<file path="src/rtl/pc_fetch_sequencer_if.sv">
// pc_fetch_sequencer_if
//   Bundles the instruction-memory handshake, the decode handshake and the
//   branch-redirect inputs of the fetch sequencer.
//   master : the sequencer side (drives requests, instructions, misalign)
//   slave  : the environment side (memory, decode stage, branch unit)
interface pc_fetch_sequencer_if #(
  parameter int unsigned N = 32
);
  logic         imem_req_valid;
  logic         imem_req_ready;
  logic [N-1:0] imem_addr;
  logic         imem_resp_valid;
  logic [31:0]  imem_resp_data;
  logic         inst_valid;
  logic         inst_ready;
  logic [31:0]  inst_out;
  logic [N-1:0] inst_pc;
  logic         branch_valid;
  logic         branch_taken;
  logic [N-1:0] branch_target;
  logic         misalign;

  modport master (
    output imem_req_valid,
    input  imem_req_ready,
    output imem_addr,
    input  imem_resp_valid,
    input  imem_resp_data,
    output inst_valid,
    input  inst_ready,
    output inst_out,
    output inst_pc,
    input  branch_valid,
    input  branch_taken,
    input  branch_target,
    output misalign
  );

  modport slave (
    input  imem_req_valid,
    output imem_req_ready,
    input  imem_addr,
    output imem_resp_valid,
    output imem_resp_data,
    input  inst_valid,
    output inst_ready,
    input  inst_out,
    input  inst_pc,
    output branch_valid,
    output branch_taken,
    output branch_target,
    input  misalign
  );
endinterface

</file>
<file path="src/rtl/pc_fetch_sequencer.sv">
// pc_fetch_sequencer
//   Holds the architectural PC, issues one instruction fetch at a time and
//   presents each fetched word with its PC to decode. A taken branch loads
//   branch_target and squashes any fetch still in flight.
// Ports
//   clk : clock, all state on the rising edge
//   rst : asynchronous, active-low reset
//   bus : pc_fetch_sequencer_if.master (imem request/response, decode
//         handshake, branch redirect, misalign flag)
// Build option
//   PC_SEQ_MISALIGN_CHECK_EN : misaligned redirect targets are ignored and
//   raise the sticky misalign flag. Undefined: target bits [1:0] are forced
//   to zero and misalign stays 0.
//
// state   | meaning
// --------+-----------------------------------------------------------
// REQ     | request at PC presented, waiting for imem_req_ready
// WAIT    | request accepted, waiting for imem_resp_valid
// DELIVER | instruction held on inst_out until decode accepts it
// DRAIN   | squashed fetch outstanding, its response will be dropped
module pc_fetch_sequencer #(
  parameter int unsigned  N        = 32,
  parameter logic [N-1:0] RESET_PC = '0
) (
  input  logic                 clk,
  input  logic                 rst,
  pc_fetch_sequencer_if.master bus
);
  localparam logic [1:0] S_REQ     = 2'd0;
  localparam logic [1:0] S_WAIT    = 2'd1;
  localparam logic [1:0] S_DELIVER = 2'd2;
  localparam logic [1:0] S_DRAIN   = 2'd3;

  logic [1:0]   state_q, state_d;
  logic [N-1:0] pc_q, pc_d;
  logic [31:0]  inst_q, inst_d;
  logic [N-1:0] inst_pc_q, inst_pc_d;
  logic         misalign_q, misalign_d;
  logic         run_q;
  logic         req_valid;
  logic         req_fire;
  logic         redirect_raw;
  logic         redirect;
  logic [N-1:0] target;

  assign redirect_raw = bus.branch_valid && bus.branch_taken;

`ifdef PC_SEQ_MISALIGN_CHECK_EN
  assign redirect   = redirect_raw && (bus.branch_target[1:0] == 2'b00);
  assign target     = bus.branch_target;
  assign misalign_d = misalign_q | (redirect_raw && (bus.branch_target[1:0] != 2'b00));
`else
  logic unused_tgt_lo;
  assign unused_tgt_lo = ^bus.branch_target[1:0];
  assign redirect   = redirect_raw;
  assign target     = {bus.branch_target[N-1:2], 2'b00};
  assign misalign_d = 1'b0;
`endif

  // run_q keeps the request low through reset and for the release cycle,
  // so the first request appears the cycle after rst deasserts.
  assign req_valid = (state_q == S_REQ) && run_q;
  assign req_fire  = req_valid && bus.imem_req_ready;

  always_comb begin
    state_d   = state_q;
    pc_d      = pc_q;
    inst_d    = inst_q;
    inst_pc_d = inst_pc_q;
    case (state_q)
      S_REQ: begin
        if (redirect) begin
          pc_d    = target;
          // an accepted request still owes a response
          state_d = req_fire ? S_DRAIN : S_REQ;
        end else if (req_fire) begin
          state_d = S_WAIT;
        end
      end
      S_WAIT: begin
        if (redirect) begin
          pc_d    = target;
          state_d = bus.imem_resp_valid ? S_REQ : S_DRAIN;
        end else if (bus.imem_resp_valid) begin
          inst_d    = bus.imem_resp_data;
          inst_pc_d = pc_q;
          state_d   = S_DELIVER;
        end
      end
      S_DELIVER: begin
        if (redirect) begin
          pc_d    = target;
          state_d = S_REQ;
        end else if (bus.inst_ready) begin
          pc_d    = pc_q + N'(4);
          state_d = S_REQ;
        end
      end
      S_DRAIN: begin
        if (redirect) begin
          pc_d = target;
        end
        if (bus.imem_resp_valid) begin
          state_d = S_REQ;
        end
      end
      default: state_d = S_REQ;
    endcase
  end

  always_ff @(posedge clk or negedge rst) begin
    if (!rst) begin
      state_q    <= S_REQ;
      pc_q       <= RESET_PC;
      inst_q     <= '0;
      inst_pc_q  <= '0;
      misalign_q <= 1'b0;
      run_q      <= 1'b0;
    end else begin
      state_q    <= state_d;
      pc_q       <= pc_d;
      inst_q     <= inst_d;
      inst_pc_q  <= inst_pc_d;
      misalign_q <= misalign_d;
      run_q      <= 1'b1;
    end
  end

  assign bus.imem_req_valid = req_valid;
  assign bus.imem_addr      = pc_q;
  assign bus.inst_valid     = (state_q == S_DELIVER);
  assign bus.inst_out       = inst_q;
  assign bus.inst_pc        = inst_pc_q;
  assign bus.misalign       = misalign_q;
endmodule

</file>
<file path="src/flat_wrapper.sv">
// flat-port wrapper written by rule: the top's interface ports become plain ports
module pc_fetch_sequencer_flat 
#(
  parameter int unsigned  N        = 32,
  parameter logic [N-1:0] RESET_PC = '0
)
  (clk, rst, bus_imem_req_valid, bus_imem_req_ready, bus_imem_addr, bus_imem_resp_valid, bus_imem_resp_data, bus_inst_valid, bus_inst_ready, bus_inst_out, bus_inst_pc, bus_branch_valid, bus_branch_taken, bus_branch_target, bus_misalign);
  pc_fetch_sequencer_if #(.N(N)) bus_i ();
  input  logic clk;
  input  logic rst;
  output wire logic [$bits(bus_i.imem_req_valid)-1:0] bus_imem_req_valid;
  input wire logic [$bits(bus_i.imem_req_ready)-1:0] bus_imem_req_ready;
  output wire logic [$bits(bus_i.imem_addr)-1:0] bus_imem_addr;
  input wire logic [$bits(bus_i.imem_resp_valid)-1:0] bus_imem_resp_valid;
  input wire logic [$bits(bus_i.imem_resp_data)-1:0] bus_imem_resp_data;
  output wire logic [$bits(bus_i.inst_valid)-1:0] bus_inst_valid;
  input wire logic [$bits(bus_i.inst_ready)-1:0] bus_inst_ready;
  output wire logic [$bits(bus_i.inst_out)-1:0] bus_inst_out;
  output wire logic [$bits(bus_i.inst_pc)-1:0] bus_inst_pc;
  input wire logic [$bits(bus_i.branch_valid)-1:0] bus_branch_valid;
  input wire logic [$bits(bus_i.branch_taken)-1:0] bus_branch_taken;
  input wire logic [$bits(bus_i.branch_target)-1:0] bus_branch_target;
  output wire logic [$bits(bus_i.misalign)-1:0] bus_misalign;
  assign bus_imem_req_valid = bus_i.imem_req_valid;
  assign bus_i.imem_req_ready = bus_imem_req_ready;
  assign bus_imem_addr = bus_i.imem_addr;
  assign bus_i.imem_resp_valid = bus_imem_resp_valid;
  assign bus_i.imem_resp_data = bus_imem_resp_data;
  assign bus_inst_valid = bus_i.inst_valid;
  assign bus_i.inst_ready = bus_inst_ready;
  assign bus_inst_out = bus_i.inst_out;
  assign bus_inst_pc = bus_i.inst_pc;
  assign bus_i.branch_valid = bus_branch_valid;
  assign bus_i.branch_taken = bus_branch_taken;
  assign bus_i.branch_target = bus_branch_target;
  assign bus_misalign = bus_i.misalign;
  pc_fetch_sequencer #(.N(N), .RESET_PC(RESET_PC)) u_core (.clk(clk), .rst(rst), .bus(bus_i));
endmodule
</file>
<file path="config.mk">
export PLATFORM = sky130hd
export DESIGN_NAME = pc_fetch_sequencer_flat
export DESIGN_NICKNAME = d
export VERILOG_FILES = /design/src/rtl/pc_fetch_sequencer_if.sv /design/src/rtl/pc_fetch_sequencer.sv /design/src/flat_wrapper.sv
export SDC_FILE = /design/constraint.sdc
export NUM_CORES = 1
export LEC_CHECK = 0
export BUFFER_PORTS_ARGS = -buffer_cell sky130_fd_sc_hd__buf_2
export CAP_MARGIN = 10
export CELL_PAD_IN_SITES_DETAIL_PLACEMENT = 0
export CELL_PAD_IN_SITES_GLOBAL_PLACEMENT = 1
export CORE_ASPECT_RATIO = 1.4
export CORE_UTILIZATION = 34
export DETAILED_ROUTE_END_ITERATION = 7
export GPL_TIMING_DRIVEN = 0
export PLACE_DENSITY = 0.81
export SLEW_MARGIN = 10
export SYNTH_ARGS = -nofsm -noshare
export SYNTH_HDL_FRONTEND = slang
export SYNTH_SLANG_ARGS = --single-unit
</file>
<file path="constraint.sdc">
create_clock -name clk -period 1.9 [get_ports clk]
set_clock_uncertainty 0.15 [all_clocks]
set_input_delay 0.285 -clock clk [delete_from_list [all_inputs] [get_ports clk]]
set_output_delay 0.285 -clock clk [all_outputs]
set_load 0.05 [all_outputs]
</file>
== Word-level counts from Yosys, hierarchy flattened ==
Index checks and enable logic that the tools add are counted.

* Register bits after elaboration: 99

* Add/subtract/negate cells: 1
* Eq/ne operators: 8
* Multiplexer cells: 14
* Bitwise gates (word level): 1
* Reduce and logical (&&, ||, !) cells: 8

{| class="wikitable"
|+ Operators with widths
! kind !! count
|-
| 32-bit 2-to-1 mux || 3
|-
| 32-bit one-hot mux with 2 select lines || 1
|-
| 32-bit by 3-bit adder with 32-bit output, second input constant || 1
|-
| 2-bit 2-to-1 mux || 9
|-
| 2-bit one-hot mux with 4 select lines || 1
|-
| 3-bit by 1-bit inequality test with 1-bit output, second input constant || 2
|-
| 2-bit == test, second input constant || 2
|-
| 4-bit AND reduction || 1
|-
| 1-bit logical AND || 3
|-
| 3-bit by 2-bit inequality test with 1-bit output, second input constant || 1
|-
| 3-bit AND reduction || 1
|-
| 3-bit OR reduction || 1
|-
| 2-bit by 1-bit == test with 1-bit output, second input constant || 1
|-
| 2-bit logical NOT || 1
|-
| 2-bit by 1-bit inequality test with 1-bit output, second input constant || 1
|-
| 2-bit inequality test, second input constant || 1
|-
| 2-bit AND reduction || 1
|-
| 1-bit inverter || 1
|}

== Logic depth before layout (Yosys ltp) ==
Gate-level depths: netlist of run 1.

* Word-level depth: 6
* Gate-level depth with buffers: 6
* Mapped depth without buffers: 5

== Least setup slack after synthesis of run 1 ==
No wires, ideal clock.

* Kind: register to register
* Start: register u_core.pc_q[2] (netlist: u_core.bus.imem_addr[2])
* End: register u_core.pc_q[26] (netlist: u_core.bus.imem_addr[26])
* Arrival: 2.099 ns
* Data required time: 1.668 ns
* Slack: -0.431 ns
* Cell stages (with the launch flop): 6
* Path buffers: 0
* Cell sequence: dfrtp_1 ha_1 and4_1 nand2_1 or4b_2 a31oi_1

* Cells in the longest elaborated chain, start to end: 4

{| class="wikitable"
|+ Ends and longest elaborated chain
! element !! line !! source
|-
| from (decl) || pc_fetch_sequencer.sv:35 || <nowiki>logic [N-1:0] pc_q, pc_d;</nowiki>
|-
| from (signal assigned) || pc_fetch_sequencer.sv:121 || <nowiki>pc_q <= pc_d;</nowiki>
|-
| 32-bit by 3-bit adder with 32-bit output || pc_fetch_sequencer.sv:95 || <nowiki>pc_d = pc_q + N'(4);</nowiki>
|-
| 32-bit 2-to-1 mux || pc_fetch_sequencer.sv:94 || <nowiki>end else if (bus.inst_ready) begin</nowiki>
|-
| 32-bit 2-to-1 mux || pc_fetch_sequencer.sv:91 || <nowiki>if (redirect) begin</nowiki>
|-
| 32-bit one-hot mux with 2 select lines || pc_fetch_sequencer.sv:70 || <nowiki>case (state_q)</nowiki>
|}

No other way between the ends. The select of a mux whose other input is x is not followed.
A chain may end at the register's enable or synchronous reset.

== Worst setup path after layout of run 1 ==
* Start: register u_core.pc_q[18] (netlist: u_core.bus.imem_addr[18])
* End: register u_core.pc_q[21] (netlist: u_core.bus.imem_addr[21])

Same word-level chain as after synthesis.

==> results of run 1 <==
critical path, stage by stage (launching register included):
cell and delay [ns]:
dfrtp_2 0.37, and4_4 0.26, nand4_1 0.20, buf_4 0.20
or4_1 0.50, a31oi_1 0.16
where the power goes:
group          internal [mW]  switching [mW]  leakage (nW)  total (mW)
Clock                   1.19           0.796         0.162        1.98
Combinational           1.48            3.78          1.64        5.26
Sequential              2.80           0.448          1.08        3.25
Total                   5.47            5.02          2.87        10.5
state kept, by name, indices dropped and copies added (netlist names):
register and count:
u_core.run_q 1, u_core.state_q 2, u_core.bus.imem_addr 30, u_core.bus.inst_pc 30, u_core.bus.inst_out 32
per-layer routing:
| metal | track usage, % | wire length, µm | share of wire, % |
|---|---|---|---|
| met3 | 2.71 | 850 | 6.4 |
| met1 | 23.0 | 5360 | 41 |
| met4 | 10.1 | 389 | 2.9 |
| met2 | 35.1 | 6600 | 50 |
| met5 | 0 | 0 | 0 |
cells in the final DEF, fill, tap and decap left out, drive strengths merged, types with 7 or more instances in the layout:
cell and instances:
buf 217, o31ai 11, a311oi 7, a31oi 15
nor2 26, nand2 30, dfrtp 95, clkbuf 21
nor4 11, mux2 62, nand3 12, or4 10
nand4 9, and4 7
worst max path at each step:
stage | start | endpoint | slack [ns] | depth (start not counted)
after floorplan | u_core.bus.imem_addr[26]$_DFFE_PN0P_ | u_core.bus.imem_addr[29]$_DFFE_PN0P_ | -0.21 | 4
after global routing | u_core.bus.imem_addr[18]$_DFFE_PN0P_ | u_core.bus.imem_addr[21]$_DFFE_PN0P_ | -0.1 | 5
final | u_core.bus.imem_addr[18]$_DFFE_PN0P_ | u_core.bus.imem_addr[21]$_DFFE_PN0P_ | -0.03 | 5
after global placement | rst | u_core.bus.imem_addr[17]$_DFFE_PN0P_ | -0.69 | 1
after detailed placement | u_core.state_q[0]$_DFFE_PN0P_ | u_core.bus.imem_addr[22]$_DFFE_PN0P_ | -0.41 | 5
after CTS | u_core.state_q[0]$_DFFE_PN0P_ | u_core.bus.imem_addr[28]$_DFFE_PN0P_ | -0.05 | 4
stage by stage:
step	utilization [%]	cells	total power, mW	area (µm²)
finish	51.2	761	10.5	6400
global route	51.2	761	10.9	6400
CTS	49.8	747	10.5	6220
detailed placement	44.1	700	8.28	5510
global placement	43.9	699	8.16	5480
floorplan	-	387	7.04	4480
layout make-up:
class / instances / area (µm²) / share of cell area, %
clock inverters: 6 / 83.8 / 1.31
repair buffers: 210 / 1220 / 19.0
plain buffers: 23 / 161 / 2.52
flip-flops and latches: 95 / 2410 / 37.7
inverters: 4 / 15.0 / 0.235
clock buffers: 10 / 239 / 3.74
well taps: 150 / 188 / 2.93
multi-input cells: 263 / 2080 / 32.6
what timing repair did:
action                                  CTS  global route
endpoints found under the hold margin    43             0
setup buffers                            28            14
pin swaps                                 6            15
endpoints found under the setup margin   82            29
resized for setup                        38            16
hold buffers                              5             0
cells by family (layout without fill, tap and decap cells):
| group | Yosys count | in the layout | synth area share, % |
|---|---|---|---|
| flops | 95 | 95 | 53.9 |
| other cells | 2 | 6 | 0.170 |
| simple gates | 132 | 132 | 16.5 |
| buf+inv | 29 | 253 | 3.15 |
| fa+ha+maj | 1 | 1 | 0.284 |
| xor+xnor | 5 | 5 | 0.993 |
| compound gates | 56 | 56 | 8.94 |
| mux | 63 | 63 | 16.1 |
==> key figures, run 1 <==
Floorplanning
  • Initial Utilization: around a third
  • I/O Pins: 170
  • Die X: 98.3 µm
  • Die H: between 100 and 150 µm
  • # rows: 48
  • DIE AREA: approximately 0.013 mm²
  • Core area: about 0.012 mm²

Yosys
  • #FFs+latches synth: 95
  • Most frequent cells after synthesis: 95 x dfrtp_1, 62 x mux2_2, 30 x nand2_1
  • Synth Flop Type: dfrtp_1
  • Yosys top cell area share: between 50% and 60%
  • Most frequent cell after synthesis: dfrtp_1
  • Largest area contributor in the netlist: dfrtp_1
  • Largest cells by area after synthesis: dfrtp_1 54%, mux2_2 16%, nand2_1 2.6%, nor2_1 2.2%, a31oi_1 2.1%
  • Post-Syn Instances: 383
  • Post-Synthesis Cell Area: about 0.0044 mm²
  • Seq/Total Area, Yosys: around 54%
  • Post-synth EDFFs: 0
  • Asr flop ratio synth: 100%
  • Cell variety after synth: 46
  • Yosys synthesis warning count: 0
  • Syn avg cell area: around 12 µm²

STA
  • Tcrit/Tclk final: 101%
  • RSZ-0062 raised after global routing: yes
  • Worst-Margin Slew: slightly below 0.6 ns
  • F_max: 519 MHz
  • Max Slew Vio Count: 0
  • Hold slack: a little under 0.01 ns
  • Final worst slack: -0.0253 ns
  • Final min period: between 1.5 and 2 ns
  • Slew HR: 60.3%
  • Hold Vio Cnt, Final: 0
  • Post-route setup TNS: -0.0434 ns
  • Final setup fails: 3

Run status
  • Failing checks: design-rule violations, negative setup slack
  • Run status: finished, violations left

Setup path
  • Worst reg2reg endpoint: u_core.bus.imem_addr[21]$_DFFE_PN0P_
  • Worst R2R Setup Slack: -0.03 ns
  • Worst setup EP type: register
  • Worst reg2reg path startpoint: u_core.bus.imem_addr[18]$_DFFE_PN0P_
  • Worst Path Max Fanout: 4
  • Worst setup SP type: register
  • CP required: 2.01 ns
  • WP data arrival: about 2.0 ns
  • R2R depth: 5
  • Critical path class: reg2reg

Layout
  • Area growth syn-to-layout: 45.0%
  • ANT cells: 0
  • Nets: approximately 680
  • FILL cells: 1144
  • Fraction of layout cells with a size suffix above 1: 57.9%

Route
  • Drt drc: 14
  • Routed WL per cell: 17.3 µm
  • Vias per cell: around 5.3
  • Iteration-0 DRC Markers: ~170
  • ANT nets after route: 0
  • Drt total wl: between 10000 and 15000 µm
  • Drt first pass iters: 8
  • Vias after detailed routing: ~4000

Clock tree
  • Inserted Clock Buffers: 9
  • CTS tree: done
  • H-tree levels: 3
  • Clock sinks: 95
  • CTS max path bufs: 2
  • Clock root buffer: clkbuf_16
  • Clock transition at the registers of the reported paths: 0.07 ns
  • Later-pin clock latency in the skew report: 0.35 ns

Placed design
  • DPL Wire Length: approximately 9400 µm
  • IO Port Bufs: 162
  • Pre-CTS setup slack: -0.413 ns
  • Routability cong.: between 0.9 and 1

Worst hold path
  • Hold wc startpoint: bus_branch_target[6]
  • Hold path cells: 3
  • WHS Endpoint: u_core.bus.imem_addr[6]$_DFFE_PN0P_
  • HP Class: in2reg

GRT
  • Total grt overflow: 0
  • First-pass GRT wire length: ~20000 µm
  • Largest net degree at the start of global routing: between 50 and 60
  • Vias in the first global route: around 4000
  • Total track usage: 19.6%
  • Initial antenna violation count: 0

Power
  • Pleak: about 2.9 nW
  • Maximum vdd ir drop: between 700 and 800 µV
  • PD cells: roughly 1600 mW/mm²

Run
  • MaxCap Viol Count: 0
Note: power is estimated with default switching activity, not from simulation.
==> run 2, diff against run 1 <==
- RECOVER_POWER: unset -> 25
==> run 2 against run 1 <==
- the flow still finishes with violations (design-rule violations, negative setup slack)
- clock power is essentially flat
- register-to-register slack is essentially flat
- via count shrank 0.15%
- cell count is the same
- first-iteration DRC count shrank 1.2%
- largest cell class unchanged
- highest routed layer unchanged
- non-clock buffer count is the same
- design area shrank 0.65%
- setup slack lost 0.013 ns
- critical path type unchanged
- utilization shrank 0.33 points
- die area is the same
- routed wire length grew 0.22%
==> key figures, run 2 (synthesis gave the netlist of run 1 again) <==
Run status
  • Run status: finished, violations left
  • Failing checks: design-rule violations, negative setup slack

Layout
  • Area growth syn-to-layout: 44.1%
  • Register Area: 0.00241 mm² (unchanged)
  • Area of the multi-input gates: 0.00208 mm² (-0.24%)
  • ANT cells: 0 (unchanged)
  • FILL cells: 1160 (+1.4%)
  • Most frequent cells in the layout: 133 x buf_2, 69 x dfrtp_1, 62 x mux2_2
  • Largest register FFs: 32 (unchanged)
  • Fraction of layout cells with a size suffix above 1: 53.4% (-4.6 points)
  • Nets: 678 (unchanged)
  • Commonest non-fill, non-tap cell in the layout: buf_2

Setup path
  • Critical path class: reg2reg
  • CP required: 2.02 ns (about the same)
  • Worst Path Max Fanout: 8 (+4)
  • R2R depth: 5 (unchanged)
  • Worst reg2reg path startpoint: u_core.bus.imem_addr[12]$_DFFE_PN0P_
  • Worst setup SP type: register
  • Worst stage delay on the critical path: 0.51 ns (about the same)
  • CP cell instances: and3_1, clkbuf_4, nand3_1, or4_1, a31oi_1
  • Worst R2R Setup Slack: -0.04 ns (about the same)
  • Worst setup EP type: register
  • Slowest-stage cell, CP: or4_1
  • Worst reg2reg endpoint: u_core.bus.imem_addr[27]$_DFFE_PN0P_
  • CP bufs+invs: 1 (unchanged)
  • WP data arrival: 2.06 ns (+0.02 ns)
  • Delay-heaviest family, CP: simple AND/OR/NAND/NOR gates

STA
  • Final min period: 1.94 ns (+0.0126 ns)
  • RSZ-0062 raised after global routing: yes
  • Hold Vio Cnt, Final: 0 (unchanged)
  • Max Slew Vio Count: 0 (unchanged)
  • Hold slack: 0.00798 ns (-0.00168 ns)
  • Final worst slack: -0.0379 ns (-0.0126 ns)
  • F_max: 516 MHz (-0.65%)
  • Tcrit/Tclk final: 102% (+0.66 points)
  • Slew HR: 27.8% (-32 points)
  • Worst-Margin Slew: 1.08 ns (+0.486 ns)
  • Final setup fails: 3 (unchanged)

Floorplanning
  • Die X: 98.3 µm (unchanged)
  • Initial Utilization: 35.3% (unchanged)
  • Die H: 137 µm (unchanged)
  • Core area: 0.0125 mm² (unchanged)
  • # rows: 48 (unchanged)
  • I/O Pins: 170 (unchanged)
  • DIE AREA: 0.0134 mm² (unchanged)

Placed design
  • Routability cong.: 0.915 (unchanged)
  • DPL Wire Length: 9450 µm (unchanged)
  • IO Port Bufs: 162 (unchanged)
  • Pre-CTS setup slack: -0.413 ns (unchanged)

Clock tree
  • Clock transition at the registers of the reported paths: 0.07 ns (about the same)
  • CTS max path bufs: 2 (unchanged)
  • CTS tree: done
  • Clock root buffer: clkbuf_16
  • Later-pin clock latency in the skew report: 0.35 ns (about the same)
  • Clock sinks: 95 (unchanged)
  • Inserted Clock Buffers: 9 (unchanged)
  • H-tree levels: 3 (unchanged)

Worst hold path
  • HP Class: in2reg
  • Hold wc startpoint: bus_branch_target[6]
  • Hold path cells: 3 (unchanged)
  • WHS Endpoint: u_core.bus.imem_addr[6]$_DFFE_PN0P_

Power
  • Power share of the combinational group: 49.7% (-0.4 points)
  • PD cells: 1640 mW/mm² (-0.10%)
  • P_sw: 5.03 mW (+0.15%)
  • Internal: 5.38 mW (-1.6%)
  • Maximum vdd ir drop: 780 µV (about the same)
  • Switch share: 48.3% (+0.43 points)
  • Pleak: 2.80 nW (-2.7%)
  • Flop pwr share: 31.3% (+0.3 points)
  • Clk pwr share: 19.0% (about the same)

Run
  • MaxCap Viol Count: 0 (unchanged)

GRT
  • Total grt overflow: 0 (unchanged)
  • Initial antenna violation count: 0 (unchanged)
  • Vias in the first global route: 4038 (unchanged)
  • Largest net degree at the start of global routing: 57 (unchanged)
  • First-pass GRT wire length: 20400 µm (unchanged)
  • Total track usage: 19.6% (unchanged)

Route
  • Drt drc: 15 (+1)
  • Iteration-0 DRC Markers: 166 (-1.2%)
  • Drt total wl: 13200 µm (+0.22%)
  • Vias per cell: 5.30 (-0.15%)
  • ANT nets after route: 0 (unchanged)
  • Drt first pass iters: 8 (unchanged)
  • Vias after detailed routing: 4037 (-0.15%)
  • Routed WL per cell: 17.4 µm (+0.22%)
==> run 2: routing by layer <==
metal  track usage [%]  wire length [µm]
met1              23.0              5330
met2              35.1              6660
met3              2.71               887
met4              10.1               350
met5                 0                 0
==> run 2: repair_timing <==
item / CTS / global route
setup endpoints to repair: 82 / 29
buffers inserted: 28 / 14
resized for setup: 38 / 16
pin swaps: 6 / 15
hold endpoints to repair: 43 / 0
hold buffers: 5 / 0
==> run 2: layout make-up <==
class                           count  area share, %
Buffer                             23           2.54
Multi-Input combinational cell    263           32.7
Clock buffer                       10           3.76
Clock inverter                      6           1.32
Tap cell                          150           2.95
Sequential cell                    95           37.9
Timing Repair Buffer              210           18.6
Inverter                            4          0.236
==> run 2: stage by stage <==
stage	utilization (%)	setup TNS, ns	power (mW)	instance area, µm²	std cells
after floorplan	-	-1.17	7.04	4480	387
after global placement	43.9	-73.72	8.16	5480	699
final	50.9	-0.0692	10.4	6350	761
after global routing	50.9	-0.944	10.9	6350	761
after detailed placement	44.1	-22.04	8.28	5510	700
after CTS	49.8	-0.0696	10.5	6220	747
==> run 2: worst register-to-register path, cell delays in order, from the launching register on <==
cell and delay (ns):
dfrtp_2 0.45, and3_1 0.20, clkbuf_4 0.20, nand3_1 0.17, or4_1 0.51, a31oi_1 0.17
==> run 2: worst max path at each step <==
stage | startpoint | to | slack, ns | cells past startpoint
final | u_core.bus.imem_addr[12]$_DFFE_PN0P_ | u_core.bus.imem_addr[27]$_DFFE_PN0P_ | -0.04 | 5
after global routing | u_core.bus.imem_addr[18]$_DFFE_PN0P_ | u_core.bus.imem_addr[21]$_DFFE_PN0P_ | -0.1 | 5
after CTS | u_core.state_q[0]$_DFFE_PN0P_ | u_core.bus.imem_addr[28]$_DFFE_PN0P_ | -0.05 | 4
after detailed placement | u_core.state_q[0]$_DFFE_PN0P_ | u_core.bus.imem_addr[22]$_DFFE_PN0P_ | -0.41 | 5
after global placement | rst | u_core.bus.imem_addr[17]$_DFFE_PN0P_ | -0.69 | 1
after floorplan | u_core.bus.imem_addr[26]$_DFFE_PN0P_ | u_core.bus.imem_addr[29]$_DFFE_PN0P_ | -0.21 | 4
==> run 2: power by group through the flow <==
| stage | Clock (mW) | Sequential (mW) | Combinational, mW |
|---|---|---|---|
| 3_5_place_dp | 0 | 3.34 | 4.94 |
| 2_1_floorplan | 0 | 5.97 | 1.07 |
| 5_1_grt | 2.09 | 3.38 | 5.40 |
| 6_report | 1.98 | 3.26 | 5.17 |
| 3_3_place_gp | 0 | 3.28 | 4.88 |
| 4_1_cts | 2.01 | 3.27 | 5.19 |
